## src/rtl/spm_seq_ctrl.sv

```systemverilog
// Sequencing controller for a serial-parallel multiplier (spm) datapath.
// Feeds the multiplier LSB first, flushes the array and gathers the 2*WIDTH-bit product.
module spm_seq_ctrl #(
   parameter int WIDTH = 32,
   parameter int P_LAT = 1
) (
   input  logic                 clk,
   input  logic                 rst,
   input  logic                 in_valid,
   output logic                 in_ready,
   input  logic [WIDTH-1:0]     in_x,
   input  logic [WIDTH-1:0]     in_y,
   output logic                 spm_clr,
   output logic [WIDTH-1:0]     spm_x,
   output logic                 spm_y,
   input  logic                 spm_p,
   output logic                 out_valid,
   input  logic                 out_ready,
   output logic [2*WIDTH-1:0]   out_p,
   output logic                 busy
);

   // Input side:  a transfer happens on an edge where in_valid && in_ready.
   // Output side: a transfer happens on an edge where out_valid && out_ready;
   //              out_valid/out_p stay stable until that edge.

   localparam int RUN_LEN = 2 * WIDTH + P_LAT;
   localparam int CW      = $clog2(RUN_LEN + 1);

   localparam logic [CW-1:0] CNT_LAST = CW'(RUN_LEN - 1);
   localparam logic [CW-1:0] CNT_FEED = CW'(WIDTH);
   localparam logic [CW-1:0] CNT_CAP  = CW'(P_LAT);

   typedef enum logic [1:0] {
      IDLE  = 2'd0,
      CLEAR = 2'd1,
      RUN   = 2'd2,
      DONE  = 2'd3
   } state_t;

   state_t            state;
   state_t            state_next;
   logic [CW-1:0]     cnt;
   logic [WIDTH-1:0]  y_sh;
   logic              accept;
   logic              feed;
   logic              capture;

   assign accept = in_valid & in_ready;

   always_ff @(posedge clk) begin
      if (rst) begin
         state <= IDLE;
      end else begin
         state <= state_next;
      end
   end

   always_comb begin
      state_next = state;
      case (state)
         IDLE:    if (accept) state_next = CLEAR;
         CLEAR:   state_next = RUN;
         RUN:     if (cnt == CNT_LAST) state_next = DONE;
         DONE:    if (out_ready) state_next = IDLE;
         default: state_next = IDLE;
      endcase
   end

   // Every control output is forced to its reset value while rst is high,
   // so nothing observable depends on the pre-reset state.
   always_comb begin
      in_ready  = 1'b0;
      spm_clr   = rst;
      spm_y     = 1'b0;
      out_valid = 1'b0;
      busy      = 1'b0;
      feed      = 1'b0;
      capture   = 1'b0;
      if (!rst) begin
         busy = (state != IDLE);
         case (state)
            IDLE:  in_ready = 1'b1;
            CLEAR: spm_clr  = 1'b1;
            RUN: begin
               feed    = (cnt < CNT_FEED);
               capture = (cnt >= CNT_CAP);
               spm_y   = feed & y_sh[0];
            end
            DONE:  out_valid = 1'b1;
            default: ;
         endcase
      end
   end

   // Product bits emerge LSB first P_LAT cycles after their y bit; shifting
   // them in at the MSB leaves the first one at out_p[0] after 2*WIDTH captures.
   always_ff @(posedge clk) begin
      if (rst) begin
         cnt   <= '0;
         y_sh  <= '0;
         out_p <= '0;
         spm_x <= '0;
      end else begin
         if (accept) begin
            spm_x <= in_x;
            y_sh  <= in_y;
         end
         if (state == CLEAR) begin
            cnt <= '0;
         end else if (state == RUN) begin
            cnt <= cnt + 1'b1;
         end
         if (feed) begin
            y_sh <= y_sh >> 1;
         end
         if (capture) begin
            out_p <= {spm_p, out_p[2*WIDTH-1:1]};
         end
      end
   end

endmodule

```

## config.mk

```make
export PLATFORM = sky130hd
export DESIGN_NAME = spm_seq_ctrl
export DESIGN_NICKNAME = d
export VERILOG_FILES = /design/src/rtl/spm_seq_ctrl.sv
export SDC_FILE = /design/constraint.sdc
export NUM_CORES = 1
export LEC_CHECK = 0
export CORE_MARGIN = 5
export CORE_UTILIZATION = 48
export CTS_BUF_LIST = sky130_fd_sc_hd__clkbuf_2
export DETAILED_ROUTE_END_ITERATION = 10
export GPL_TIMING_DRIVEN = 1
export PLACE_DENSITY = 0.82
export SLEW_MARGIN = 10
export SYNTH_ARGS = -nofsm -noshare
export SYNTH_HDL_FRONTEND = slang
export SYNTH_SLANG_ARGS = --single-unit
```

## constraint.sdc

```tcl
create_clock -name clk -period 2.1 [get_ports clk]
set_input_delay 0.42 -clock clk [delete_from_list [all_inputs] [get_ports clk]]
set_output_delay 0.42 -clock clk [all_outputs]
set_load 0.05 [all_outputs]
```

# After elaboration in Yosys (flattened, before gate mapping)
# Cells that the tools add are included.
word_totals:
  out_inout_bits: 101
  input_bits: 69
  wordCells: 43
  reg_bits: 137
classes:
  muxes: 19
  n_lt_le_gt_ge: 2
  bitwise: 2
  eq_ne: 7
  reduce_logical: 6
  add_sub_neg: 1
ops:
  columns: ["cell", "count"]
  rows:
  - ["31-bit 2-to-1 mux", 2]
  - ["1-bit 2-to-1 mux", 13]
  - ["2-bit case mux with 4 select lines", 1]
  - ["7-bit by 1-bit adder with 7-bit output (second input constant)", 1]
  - ["7-bit == test (second input constant)", 1]
  - ["7-bit by 1-bit >= comparator with 1-bit output (second input constant)", 1]
  - ["7-bit by 6-bit < comparator with 1-bit output (second input constant)", 1]
  - ["2-bit 2-to-1 mux", 3]
  - ["2-bit inequality test (second input constant)", 3]
  - ["2-bit == test (second input constant)", 2]
  - ["2-bit nonzero test", 2]
  - ["2-bit OR reduction", 2]
  - ["3-bit AND reduction", 1]
  - ["1-bit bitwise AND", 2]
  - ["2-bit by 1-bit == test with 1-bit output (second input constant)", 1]
  - ["2-bit zero test", 1]

# Depth between registers and ports, before layout
depth:
  depth_word: 6
  ltp_mapped: 9
  mapped_depth_nobuf: 6

# Worst setup path after synthesis
# OpenSTA, ideal clock, no wires.
synth_timing:
  path_type: "flip-flop to output port"
  from: "register state[0]"
  to: "output spm_y"
  slack_ns: -0.599
  arrival_time_ns: 2.279
  stages_incl_launch_ff: 7
  path_cell_list: "dfxtp_1 > inv_1 > ha_1 > clkbuf_8 > nand2_1 > clkbuf_1 > nor3b_1"
synth_via:
  elab_chain_len: 3
synth_rtl:
  columns: ["item", "line", "rtl"]
  rows:
  - ["from (decl)", "41", "state_t state;"]
  - ["from (signal assigned)", "55", "state <= state_next;"]
  - ["2-bit == test", "82", "case (state)"]
  - ["1-bit 2-to-1 mux", "82", null]
  - ["1-bit 2-to-1 mux", "80", "if (!rst) begin"]
  - ["to (decl)", "15", "output logic spm_y,"]
# No other way between the ends.

# Final worst setup path
layout_timing:
  from: "register state[1]"
  to: "output spm_y"
# The elaborated chain is that of the path after synthesis.

==> metrics <==
clock root buffer clkbuf_2; period utilization 105%; maximum vdd drop 627 uV; setup TNS -0.295 ns; Relative slew margins 34.1%; fmax 0.452 GHz; hpwl dp 9530 um; Routability Congestion 0.752; initial antenna violation count 0; Req. time, crit path 1.68 ns; DRT antenna net count 0; Pleak 2.69 nW; crit-path max FO 2; clock share of power 23.6%; insertion delay to the later sink of the worst-skew pair 0.71 ns; Max Slew Vio Count 0; sequential fraction of the synthesis area 50.0%; Final #Nets 893; CTS Buffer Depth 2; Die Y 117 um; cell area after layout 7640 um^2; Post-Synthesis Cell Area 5480 um^2; Setup Crit Path Kind register to primary output; hold crit path type input port to register; CP Data Arrival Time 1.79 ns; Net Sw Power 2.63 mW; vias per inst 5.17; Internal Power 4.64 mW; first-pass GRT wire length 22300 um; outcome finished, violations left; area delta synth->final 39.4%; DRT iter0 DRCs 291; row count 39; PortBufs 169; wire length per cell 14.2 um; die width 117 um; clk_skew 0.0231 ns; CTS Buf Count 17; clock-pin slew on the worst setup and hold paths 0.19 ns; Unique masters post-synth 38; failing checks negative setup slack; Syn Inst Count 658; share of layout cells above drive strength 1 27.7%; H-tree levels 4; flop2flop setup slack 0.16 ns; Finish-stage setup viols 4; Fin. Hold Viols 0; CP max-delay cell dfxtp_4; vias in the first global route 4799; GRT Total Usage 20.3%; CTS Sinks 137; fraction of registers with async set/reset 0%; Avg Inst Size Synth 8.33 um^2; CP dominant cell by count buf_12; Pwr Total 7.27 mW; RSZ-0062 raised after global routing true; Worst Setup Start Kind register; CP peak stage delay 0.40 ns; initial core utilization 48.4%; WL final 13800 um; minimum clock period 2.21 ns; largest net degree at the start of global routing 65; Mapped Nets 735; global route overflow 0; Least-Margin Pin Slew 0.989 ns; DRC viols 0; placed cells 933; number of synthesized flops with an enable pin 0; Comb power frac 32.2%; CP endpoint kind primary output; switching share of power 36.2%; via count 5028; Ports 170; yosys warns 0; Power Density 951 nW/um^2; total core area 11300 um^2; DRT Pass-1 Iters 5; Non-Filler Instances 972; area post-placement 7300 um^2; TritonCTS clock tree yes; Max-Cap Viols 0; ANT cells 0; die area 13700 um^2; Synth Flop Type dfxtp_1; setup ws final -0.112 ns; crit-path cells buf_12 -> ha_4 -> nand2_4 -> nor3b_4 -> buf_12; fill count 905; sequential share of power 44.2%; #FFs+latches synth 137
[cells by family after synthesis]
logic type | Yosys count | share of synthesized area (%)
flops | 137 | 50.0
simple gates | 314 | 22.4
mux | 1 | 0.183
xor+xnor | 4 | 0.639
buf+inv | 54 | 5.27
fa+ha+maj | 8 | 1.83
compound gates | 140 | 19.6
[power groups by stage]
stage,logic [mW],clock network [mW],registers (mW)
2_1_floorplan,1.05,0,3.68
3_3_place_gp,2.16,0,3.23
3_5_place_dp,2.24,0,3.25
4_1_cts,2.33,1.76,3.21
5_1_grt,2.54,1.89,3.27
6_report,2.34,1.71,3.22
[Yosys cell counts (2+ instances only)]
cell | n | area [um^2]
a211oi_1 | 2 | 15.0
xor2_1 | 3 | 26.3
a311oi_1 | 31 | 272
ha_1 | 8 | 100
dfxtp_1 | 137 | 2740
clkbuf_1 | 26 | 97.6
dlygate4sd1_1 | 3 | 26.3
nand2_1 | 259 | 972
o21ai_0 | 34 | 170
buf_2 | 7 | 35.0
nand4_1 | 2 | 12.5
a21oi_2 | 60 | 526
a21oi_1 | 8 | 40.0
buf_1 | 4 | 15.0
nand2_2 | 2 | 12.5
buf_6 | 6 | 67.6
inv_1 | 4 | 15.0
nor2_1 | 39 | 146
buf_4 | 2 | 15.0
nor2b_1 | 3 | 18.8
[critical path: cells and delay by family, from the launching register on]
kind	cells	cell delay [ns]
simple gates	2	0.27
buf+inv	2	0.27
fa+ha+maj	1	0.14
flops	1	0.40
[flip-flops by register name, summed over array words and instances, names as in the netlist]
signal  count
out_p      64
spm_x      32
y_sh       32
cnt         7
state       2
[path summary, 6_finish.rpt]
check                           cells after the start  startpoint        end
worst max-delay path                                5    state[1]      spm_y
worst min-delay path                                3     in_x[5]   spm_x[5]
worst max register to register                      7      cnt[1]  out_p[51]
worst min register to register                      2    spm_x[1]   spm_x[1]
[metal layers]
metal	vias to the layer above	share of wire, %	track usage, %
met1	2365	41	23.9
met4	0	1.3	7.03
met5	-	0	0
li1	2489	-	-
met2	157	47	33.0
met3	17	10	9.25
[cell usage in the layout (no fill, tap or decap), types with 2 or more instances in the layout]
cell,Yosys,final
nand2_1,259,258
dfxtp_1,137,134
clkdlybuf4s50_1,0,67
clkdlybuf4s15_2,0,65
a21oi_2,60,60
clkbuf_2,0,47
nor2_1,39,38
o21ai_0,34,34
a311oi_1,31,31
buf_4,2,13
buf_12,0,10
a21oi_1,8,8
ha_1,8,5
clkinv_1,1,4
bufinv_16,0,4
clkinv_2,0,4
xor2_1,3,3
ha_4,0,3
clkinvlp_4,0,3
inv_1,4,2
nor2b_4,0,2
nand2_2,2,2
nand4_1,2,2
a211oi_1,2,2
dfxtp_4,0,2
[repair_timing]
item | 4_1_cts | 5_1_grt
buffers inserted | 3 | 3
resized for setup | 270 | 39
pin swaps | 1 | 2
hold buffers | 1 | 0
endpoints found under the setup margin | 101 | 94
hold endpoints to repair | 1 | 0
[final cells by class]
type,count,area [um^2],share of cell area (%)
Clock buffer,17,85.1,1.11
Clock inverter,15,183,2.39
Inverter,5,21.3,0.278
Multi-Input combinational cell,467,2540,33.3
Sequential cell,137,2750,36.0
Tap cell,143,179,2.34
Timing Repair Buffer,188,1880,24.6
[per-stage QoR]
stage          hold slack [ns]  util [%]  setup slack, ns
4_1_cts                  0.161      68.3           -0.213
5_1_grt                  0.156      67.5           -0.278
3_3_place_gp             0.442      64.4            0.138
3_5_place_dp             0.455      64.4           0.0574
6_report                 0.242      67.5           -0.112
2_1_floorplan            0.455         -           0.0499
No activity file was read; power rests on OpenSTA's default activity.
